### src/rtl/muldiv_ctrl_seq_if.sv
// ---------------------------------------------------------------------------
// muldiv_ctrl_seq_if
//   Bundle between instruction decode and the MUL/DIV control sequencer, plus
//   the datapath strobes the sequencer generates.
//   Request side : start, opcode, ra_sel, rb_sel        (master -> slave)
//   Status side  : busy, done, err                      (slave  -> master)
//   Datapath side: op, Rout, Yin, ZHighin, Zlowin,
//                  Zhighout, Zlowout, HIin, LOin        (slave  -> master)
//   The sequencer connects through the slave modport.
// ---------------------------------------------------------------------------
interface muldiv_ctrl_seq_if;
    logic        start;
    logic [4:0]  opcode;
    logic [3:0]  ra_sel;
    logic [3:0]  rb_sel;
    logic        busy;
    logic        done;
    logic        err;
    logic [4:0]  op;
    logic [15:0] Rout;
    logic        Yin;
    logic        ZHighin;
    logic        Zlowin;
    logic        Zhighout;
    logic        Zlowout;
    logic        HIin;
    logic        LOin;

    modport master (
        output start, opcode, ra_sel, rb_sel,
        input  busy, done, err, op, Rout, Yin, ZHighin, Zlowin,
               Zhighout, Zlowout, HIin, LOin
    );

    modport slave (
        input  start, opcode, ra_sel, rb_sel,
        output busy, done, err, op, Rout, Yin, ZHighin, Zlowin,
               Zhighout, Zlowout, HIin, LOin
    );
endinterface

### src/rtl/muldiv_ctrl_seq.sv
// ---------------------------------------------------------------------------
// muldiv_ctrl_seq
//   Hardwired control sequencer for MUL and DIV. For one accepted request it
//   walks LOAD_Y -> EXEC (N cycles) -> WR_LO -> WR_HI and drives the datapath
//   strobes for each step.
//   Ports:
//     Clock - rising-edge clock
//     clear - asynchronous active-high reset
//     bus   - muldiv_ctrl_seq_if.slave (request/status handshake and strobes)
//   All strobes are decoded from registered state and latched request fields
//   only; err is a registered one-cycle flag for an illegal opcode.
// ---------------------------------------------------------------------------
module muldiv_ctrl_seq #(
    parameter logic [4:0] OP_MUL     = 5'b01010,
    parameter logic [4:0] OP_DIV     = 5'b01011,
    parameter int         MUL_CYCLES = 1,
    parameter int         DIV_CYCLES = 1
) (
    input  logic            Clock,
    input  logic            clear,
    muldiv_ctrl_seq_if.slave bus
);

    typedef enum logic [2:0] {
        IDLE   = 3'd0,
        LOAD_Y = 3'd1,
        EXEC   = 3'd2,
        WR_LO  = 3'd3,
        WR_HI  = 3'd4
    } state_t;

    // Counter start values: EXEC runs from N-1 down to 0.
    localparam logic [3:0] MUL_LAST = 4'(MUL_CYCLES - 1);
    localparam logic [3:0] DIV_LAST = 4'(DIV_CYCLES - 1);

    state_t      state_r;
    logic [3:0]  cnt_r;
    logic [4:0]  opc_r;
    logic [3:0]  ra_r;
    logic [3:0]  rb_r;
    logic        err_r;

    logic        busy_s;
    logic        done_s;
    logic [4:0]  op_s;
    logic [15:0] rout_s;
    logic        yin_s;
    logic        zload_s;
    logic        zhighout_s;
    logic        zlowout_s;
    logic        hiin_s;
    logic        loin_s;

    function automatic logic [15:0] reg_select(input logic [3:0] idx);
        return 16'h0001 << idx;
    endfunction

    function automatic logic is_legal(input logic [4:0] code);
        return (code == OP_MUL) || (code == OP_DIV);
    endfunction

    // Sequencer state, exec counter, request latches and the err flag.
    always_ff @(posedge Clock or posedge clear) begin
        if (clear) begin
            state_r <= IDLE;
            cnt_r   <= 4'd0;
            opc_r   <= 5'd0;
            ra_r    <= 4'd0;
            rb_r    <= 4'd0;
            err_r   <= 1'b0;
        end else begin
            err_r <= 1'b0;
            case (state_r)
                IDLE: begin
                    if (bus.start) begin
                        if (is_legal(bus.opcode)) begin
                            opc_r   <= bus.opcode;
                            ra_r    <= bus.ra_sel;
                            rb_r    <= bus.rb_sel;
                            state_r <= LOAD_Y;
                        end else begin
                            err_r   <= 1'b1;
                        end
                    end else begin
                        state_r <= IDLE;
                    end
                end
                LOAD_Y: begin
                    cnt_r   <= (opc_r == OP_MUL) ? MUL_LAST : DIV_LAST;
                    state_r <= EXEC;
                end
                EXEC: begin
                    if (cnt_r == 4'd0) begin
                        state_r <= WR_LO;
                    end else begin
                        cnt_r   <= cnt_r - 4'd1;
                    end
                end
                WR_LO:   state_r <= WR_HI;
                WR_HI:   state_r <= IDLE;
                default: state_r <= IDLE;
            endcase
        end
    end

    // Moore decode of the datapath strobes; only one bus driver per state.
    always_comb begin
        busy_s     = 1'b0;
        done_s     = 1'b0;
        op_s       = 5'd0;
        rout_s     = 16'h0000;
        yin_s      = 1'b0;
        zload_s    = 1'b0;
        zhighout_s = 1'b0;
        zlowout_s  = 1'b0;
        hiin_s     = 1'b0;
        loin_s     = 1'b0;
        case (state_r)
            IDLE: begin
                busy_s = 1'b0;
            end
            LOAD_Y: begin
                busy_s = 1'b1;
                op_s   = opc_r;
                rout_s = reg_select(ra_r);
                yin_s  = 1'b1;
            end
            EXEC: begin
                busy_s  = 1'b1;
                op_s    = opc_r;
                rout_s  = reg_select(rb_r);
                // Z captures the ALU result only on the final execute cycle.
                zload_s = (cnt_r == 4'd0);
            end
            WR_LO: begin
                busy_s    = 1'b1;
                zlowout_s = 1'b1;
                loin_s    = 1'b1;
            end
            WR_HI: begin
                busy_s     = 1'b1;
                zhighout_s = 1'b1;
                hiin_s     = 1'b1;
                done_s     = 1'b1;
            end
            default: begin
                busy_s = 1'b0;
            end
        endcase
    end

    assign bus.busy     = busy_s;
    assign bus.done     = done_s;
    assign bus.err      = err_r;
    assign bus.op       = op_s;
    assign bus.Rout     = rout_s;
    assign bus.Yin      = yin_s;
    assign bus.ZHighin  = zload_s;
    assign bus.Zlowin   = zload_s;
    assign bus.Zhighout = zhighout_s;
    assign bus.Zlowout  = zlowout_s;
    assign bus.HIin     = hiin_s;
    assign bus.LOin     = loin_s;

endmodule

### src/flat_wrapper.sv
// flat-port wrapper written by rule: the top's interface ports become plain ports
module muldiv_ctrl_seq_flat 
#(
    parameter logic [4:0] OP_MUL     = 5'b01010,
    parameter logic [4:0] OP_DIV     = 5'b01011,
    parameter int         MUL_CYCLES = 1,
    parameter int         DIV_CYCLES = 1
)
  (Clock, clear, bus_start, bus_opcode, bus_ra_sel, bus_rb_sel, bus_busy, bus_done, bus_err, bus_op, bus_Rout, bus_Yin, bus_ZHighin, bus_Zlowin, bus_Zhighout, bus_Zlowout, bus_HIin, bus_LOin);
  muldiv_ctrl_seq_if bus_i ();
  input  logic Clock;
  input  logic clear;
  input wire logic [$bits(bus_i.start)-1:0] bus_start;
  input wire logic [$bits(bus_i.opcode)-1:0] bus_opcode;
  input wire logic [$bits(bus_i.ra_sel)-1:0] bus_ra_sel;
  input wire logic [$bits(bus_i.rb_sel)-1:0] bus_rb_sel;
  output wire logic [$bits(bus_i.busy)-1:0] bus_busy;
  output wire logic [$bits(bus_i.done)-1:0] bus_done;
  output wire logic [$bits(bus_i.err)-1:0] bus_err;
  output wire logic [$bits(bus_i.op)-1:0] bus_op;
  output wire logic [$bits(bus_i.Rout)-1:0] bus_Rout;
  output wire logic [$bits(bus_i.Yin)-1:0] bus_Yin;
  output wire logic [$bits(bus_i.ZHighin)-1:0] bus_ZHighin;
  output wire logic [$bits(bus_i.Zlowin)-1:0] bus_Zlowin;
  output wire logic [$bits(bus_i.Zhighout)-1:0] bus_Zhighout;
  output wire logic [$bits(bus_i.Zlowout)-1:0] bus_Zlowout;
  output wire logic [$bits(bus_i.HIin)-1:0] bus_HIin;
  output wire logic [$bits(bus_i.LOin)-1:0] bus_LOin;
  assign bus_i.start = bus_start;
  assign bus_i.opcode = bus_opcode;
  assign bus_i.ra_sel = bus_ra_sel;
  assign bus_i.rb_sel = bus_rb_sel;
  assign bus_busy = bus_i.busy;
  assign bus_done = bus_i.done;
  assign bus_err = bus_i.err;
  assign bus_op = bus_i.op;
  assign bus_Rout = bus_i.Rout;
  assign bus_Yin = bus_i.Yin;
  assign bus_ZHighin = bus_i.ZHighin;
  assign bus_Zlowin = bus_i.Zlowin;
  assign bus_Zhighout = bus_i.Zhighout;
  assign bus_Zlowout = bus_i.Zlowout;
  assign bus_HIin = bus_i.HIin;
  assign bus_LOin = bus_i.LOin;
  muldiv_ctrl_seq #(.OP_MUL(OP_MUL), .OP_DIV(OP_DIV), .MUL_CYCLES(MUL_CYCLES), .DIV_CYCLES(DIV_CYCLES)) u_core (.Clock(Clock), .clear(clear), .bus(bus_i));
endmodule
### config.mk
export PLATFORM = sky130hd
export DESIGN_NAME = muldiv_ctrl_seq_flat
export DESIGN_NICKNAME = d
export VERILOG_FILES = /design/src/rtl/muldiv_ctrl_seq_if.sv /design/src/rtl/muldiv_ctrl_seq.sv /design/src/flat_wrapper.sv
export SDC_FILE = /design/constraint.sdc
export NUM_CORES = 1
export LEC_CHECK = 0
export CORE_ASPECT_RATIO = 1.25
export CORE_MARGIN = 2
export CORE_UTILIZATION = 30
export CTS_CLUSTER_DIAMETER = 80
export CTS_CLUSTER_SIZE = 25
export DETAILED_ROUTE_END_ITERATION = 12
export HOLD_SLACK_MARGIN = 0.05
export PLACE_DENSITY = 0.64
export SLEW_MARGIN = 15
export SYNTH_ARGS = -nofsm -noshare
export SYNTH_HDL_FRONTEND = slang
export SYNTH_SLANG_ARGS = --single-unit
### constraint.sdc
create_clock -name Clock -period 1.81 [get_ports Clock]
set_input_delay 0.362 -clock Clock [delete_from_list [all_inputs] [get_ports Clock]]
set_output_delay 0.362 -clock Clock [all_outputs]
set_load 0.02 [all_outputs]
==> impl_metrics.tcl <==
set metrics [dict create \
    grt-ovfl-total 0 \
    critical_path.slowest_cell "dfrtp_1" \
    max_cap_viol_count 0 \
    core_sq_um 4000 \
    antenna_cells 0 \
    areaGrowthSynthToFinish_pct 111 \
    layout.nets 223 \
    cp-start-kind "flop" \
    path_buf_inv 2 \
    antenna_found_initial 0 \
    final_core_util_pct 64.9 \
    post-route-drc-count 0 \
    fin_tns_setup_ps -9220 \
    syn-cell-area_sq_um 1230 \
    cpLargestDelayFamily "simple AND/OR/NAND/NOR gates" \
    multi_input_comb_area_sq_um 972 \
    avgSynthCellArea_sq_um 11.4 \
    die_w_um 61.2 \
    htree_levels 1 \
    synth_edf_count 0 \
    slew-limit-headroom_pct 73.0 \
    synth-xor-area-share_pct 1.43 \
    worst_slack_ps -558 \
    grt.total_usage_pct 16.7 \
    cp_max_fo 8 \
    numCtsBuffers 3 \
    yosysTopAreaCellShare_pct 42.8 \
    slew_viol_final 0 \
    synth_seq_cells 21 \
    synth_seq_area_share_pct 42.8 \
    drt_wl_total_mm 3.61 \
    synth-async-reset-ratio_pct 100 \
    firstDrtPassIters 3 \
    synth_top_area_cell "dfrtp_1" \
    yosysWarnings 0 \
    tightest_slew_ps 405 \
    grt_pass1_wl_mm 5.85 \
    synth_cell_types 34 \
    drive_gt1_share_pct 70.2 \
    synth_top_family_by_area "simple AND/OR/NAND/NOR gates" \
    synth_compound_area_share_pct 3.77 \
    path_cells "nor3b_2, buf_6, mux2_4, nor4_4, buf_4" \
    fin_crit_ps 2370 \
    cts_root_buf "clkbuf_8" \
    clock_sinks 21 \
    cts.clk_slew.worst_paths_ps 80 \
    synth_top_flop_cell "dfrtp_1" \
    status "complete, but fails checks" \
    synth_area_leaders "dfrtp_1 43%, mux2_2 8.2%, nor4_1 8.1%" \
    detail_route.wl_per_cell_um 13.8 \
    stdcell_area_sq_um 2600 \
    cp_data_arrival_time_ps 2010 \
    cp_data_required_time_ps 1450 \
    place_area_sq_um 2210 \
    num_io_pins 47 \
    gp_congestion 0.754 \
    post-route-period-util_pct 131 \
    fin_hold_ws_ps 432 \
    clock_latency_ps 260 \
    synthSimpleGateAreaFrac_pct 28.0 \
    failed_checks "setup timing" \
    postSynthCellCount 108 \
    via_per_inst 4.66 \
    synthAdderAreaFrac_pct 1.02 \
    synth_mux_area_share_pct 16.3 \
    critPathKind "flop to output pin" \
    cts_tree "done" \
    grt_max_degree 22 \
    grt_pass1_vias 1229 \
    worst_clock_skew_ps 6.07 \
    end_kind "output pin" \
    dp_hpwl_mm 2.56 \
    portBuffers 46 \
    powerDensity_nw_per_um2 1960 \
    peakVddDrop_mv 1.22 \
    p_leak_nw 1.17 \
    max_freq_ghz 0.422 \
    setup_viol 23 \
    regArea_sq_um 526 \
    via_count 1217 \
    start_util_pct 30.7 \
    final_antenna_net_count 0 \
    cts.path.max_buffers 2 \
    die-area_sq_um 4630 \
    syn_nets 125 \
    cpPeakStageDelay_ps 410 \
    hold_viol_final 0 \
    holdBufCountCts 0 \
    rows 26 \
    hold_path_class "primary input to asynchronous set/reset pin" \
    grt_setup_unrepaired "true" \
    fp.dieH_um 75.6 \
    initialDrtViolationCount 20 \
    n_fill_cell 300 \
]
[Yosys cell counts, types with 2 or more instances]
| master | instances |
|---|---|
| buf_2 | 3 |
| nor4_1 | 16 |
| nand2_1 | 3 |
| nand3b_1 | 2 |
| and2_1 | 8 |
| mux2_4 | 3 |
| dfrtp_1 | 21 |
| buf_6 | 2 |
| mux2_2 | 9 |
| nor2_1 | 2 |
| xnor2_1 | 2 |
| nor3b_1 | 3 |
| or3b_1 | 2 |
| and3b_1 | 2 |
| nand2b_1 | 2 |
| mux2i_1 | 4 |
| inv_1 | 4 |
| buf_4 | 4 |
[placed cells by master (no fill, tap or decap), types with 2 or more instances in the layout]
cell	n
nand2b_1	2
mux2i_4	3
buf_4	52
nand3b_1	2
mux2i_1	2
mux2_4	3
buf_6	27
nor2_4	2
nor3b_4	2
clkdlybuf4s50_1	16
clkbuf_8	3
buf_2	2
dfrtp_1	21
nand2_1	3
mux2_2	9
buf_12	5
and2_1	2
inv_1	3
nor4_4	16
and2_4	6
and3b_1	2
or3b_4	3
[what timing repair did]
item | 4_1_cts | 5_1_grt
gates resized for setup | 173 | 18
pin swaps | 11 | 5
setup buffers | 24 | 7
endpoints found under the setup margin | 30 | 29
[kinds of logic (layout without fill, tap and decap cells)]
family / Yosys count / after routing
DFF: 21 / 21
AOI/OAI and AO/OA: 6 / 6
and+or+nand+nor: 48 / 48
buffers and inverters: 13 / 110
adders and majority gates: 1 / 1
xor gates and xnor gates: 2 / 2
muxes: 17 / 17
[worst reg2reg max path, cell delays in order, from the launching register on]
cell      delay [ps]
dfrtp_1          410
buf_6            150
buf_6            120
buf_6            110
nor2_4           100
buf_4            130
nand4b_4         240
mux2_2           360
[layout make-up]
type                       instances  area share, %
timing repair buffer             102           37.2
clock buffer                       3           1.59
sequential                        21           20.2
clock inverter                     1          0.289
inverter                           4          0.578
tap                               56           2.70
multi-input combinational         74           37.4
[registers in the layout, indices dropped and copies added, names as in the netlist]
| signal | flops |
|---|---|
| u_core.bus.err | 1 |
| u_core.cnt_r | 4 |
| u_core.opc_r | 5 |
| u_core.ra_r | 4 |
| u_core.rb_r | 4 |
| u_core.state_r | 3 |
[path summary, 6_finish.rpt]
check | cells past startpoint | slack [ps] | from | end
worst max-delay path | 5 | -560 | u_core.state_r[2]$_DFFE_PP0P_ | bus_Rout[0]
worst min-delay path | 3 | 430 | clear | u_core.cnt_r[0]$_DFFE_PP0P_
worst max register to register | 7 | 90 | u_core.state_r[0]$_DFFE_PP0P_ | u_core.ra_r[2]$_DFFE_PP0P_
worst min register to register | 1 | 470 | u_core.opc_r[3]$_DFFE_PP0P_ | u_core.opc_r[3]$_DFFE_PP0P_
max in group asynchronous | 3 | 1160 | clear | u_core.rb_r[2]$_DFFE_PP0P_
min in group Clock | 1 | 470 | u_core.opc_r[3]$_DFFE_PP0P_ | u_core.opc_r[3]$_DFFE_PP0P_
[power by group]
part	switching, mW	internal, mW	total (mW)
Sequential	0.106	0.629	0.735
Combinational	1.89	2.16	4.05
Clock	0.149	0.155	0.304
Total	2.15	2.94	5.09
[through the flow]
step | setup WS [ps] | instances | power [mW]
2_1_floorplan | -124 | 108 | 2.67
3_3_place_gp | -701 | 228 | 3.54
3_5_place_dp | -723 | 228 | 3.62
4_1_cts | -538 | 256 | 4.88
5_1_grt | -633 | 261 | 5.36
6_report | -558 | 261 | 5.09
[layer usage]
metal / GRT usage, % / wire [um]
met5: 0 / 0
met4: 2.90 / 6
met3: 2.55 / 173
met2: 31.6 / 2040
met1: 19.7 / 1390
Power figures use the tool's default switching activity.
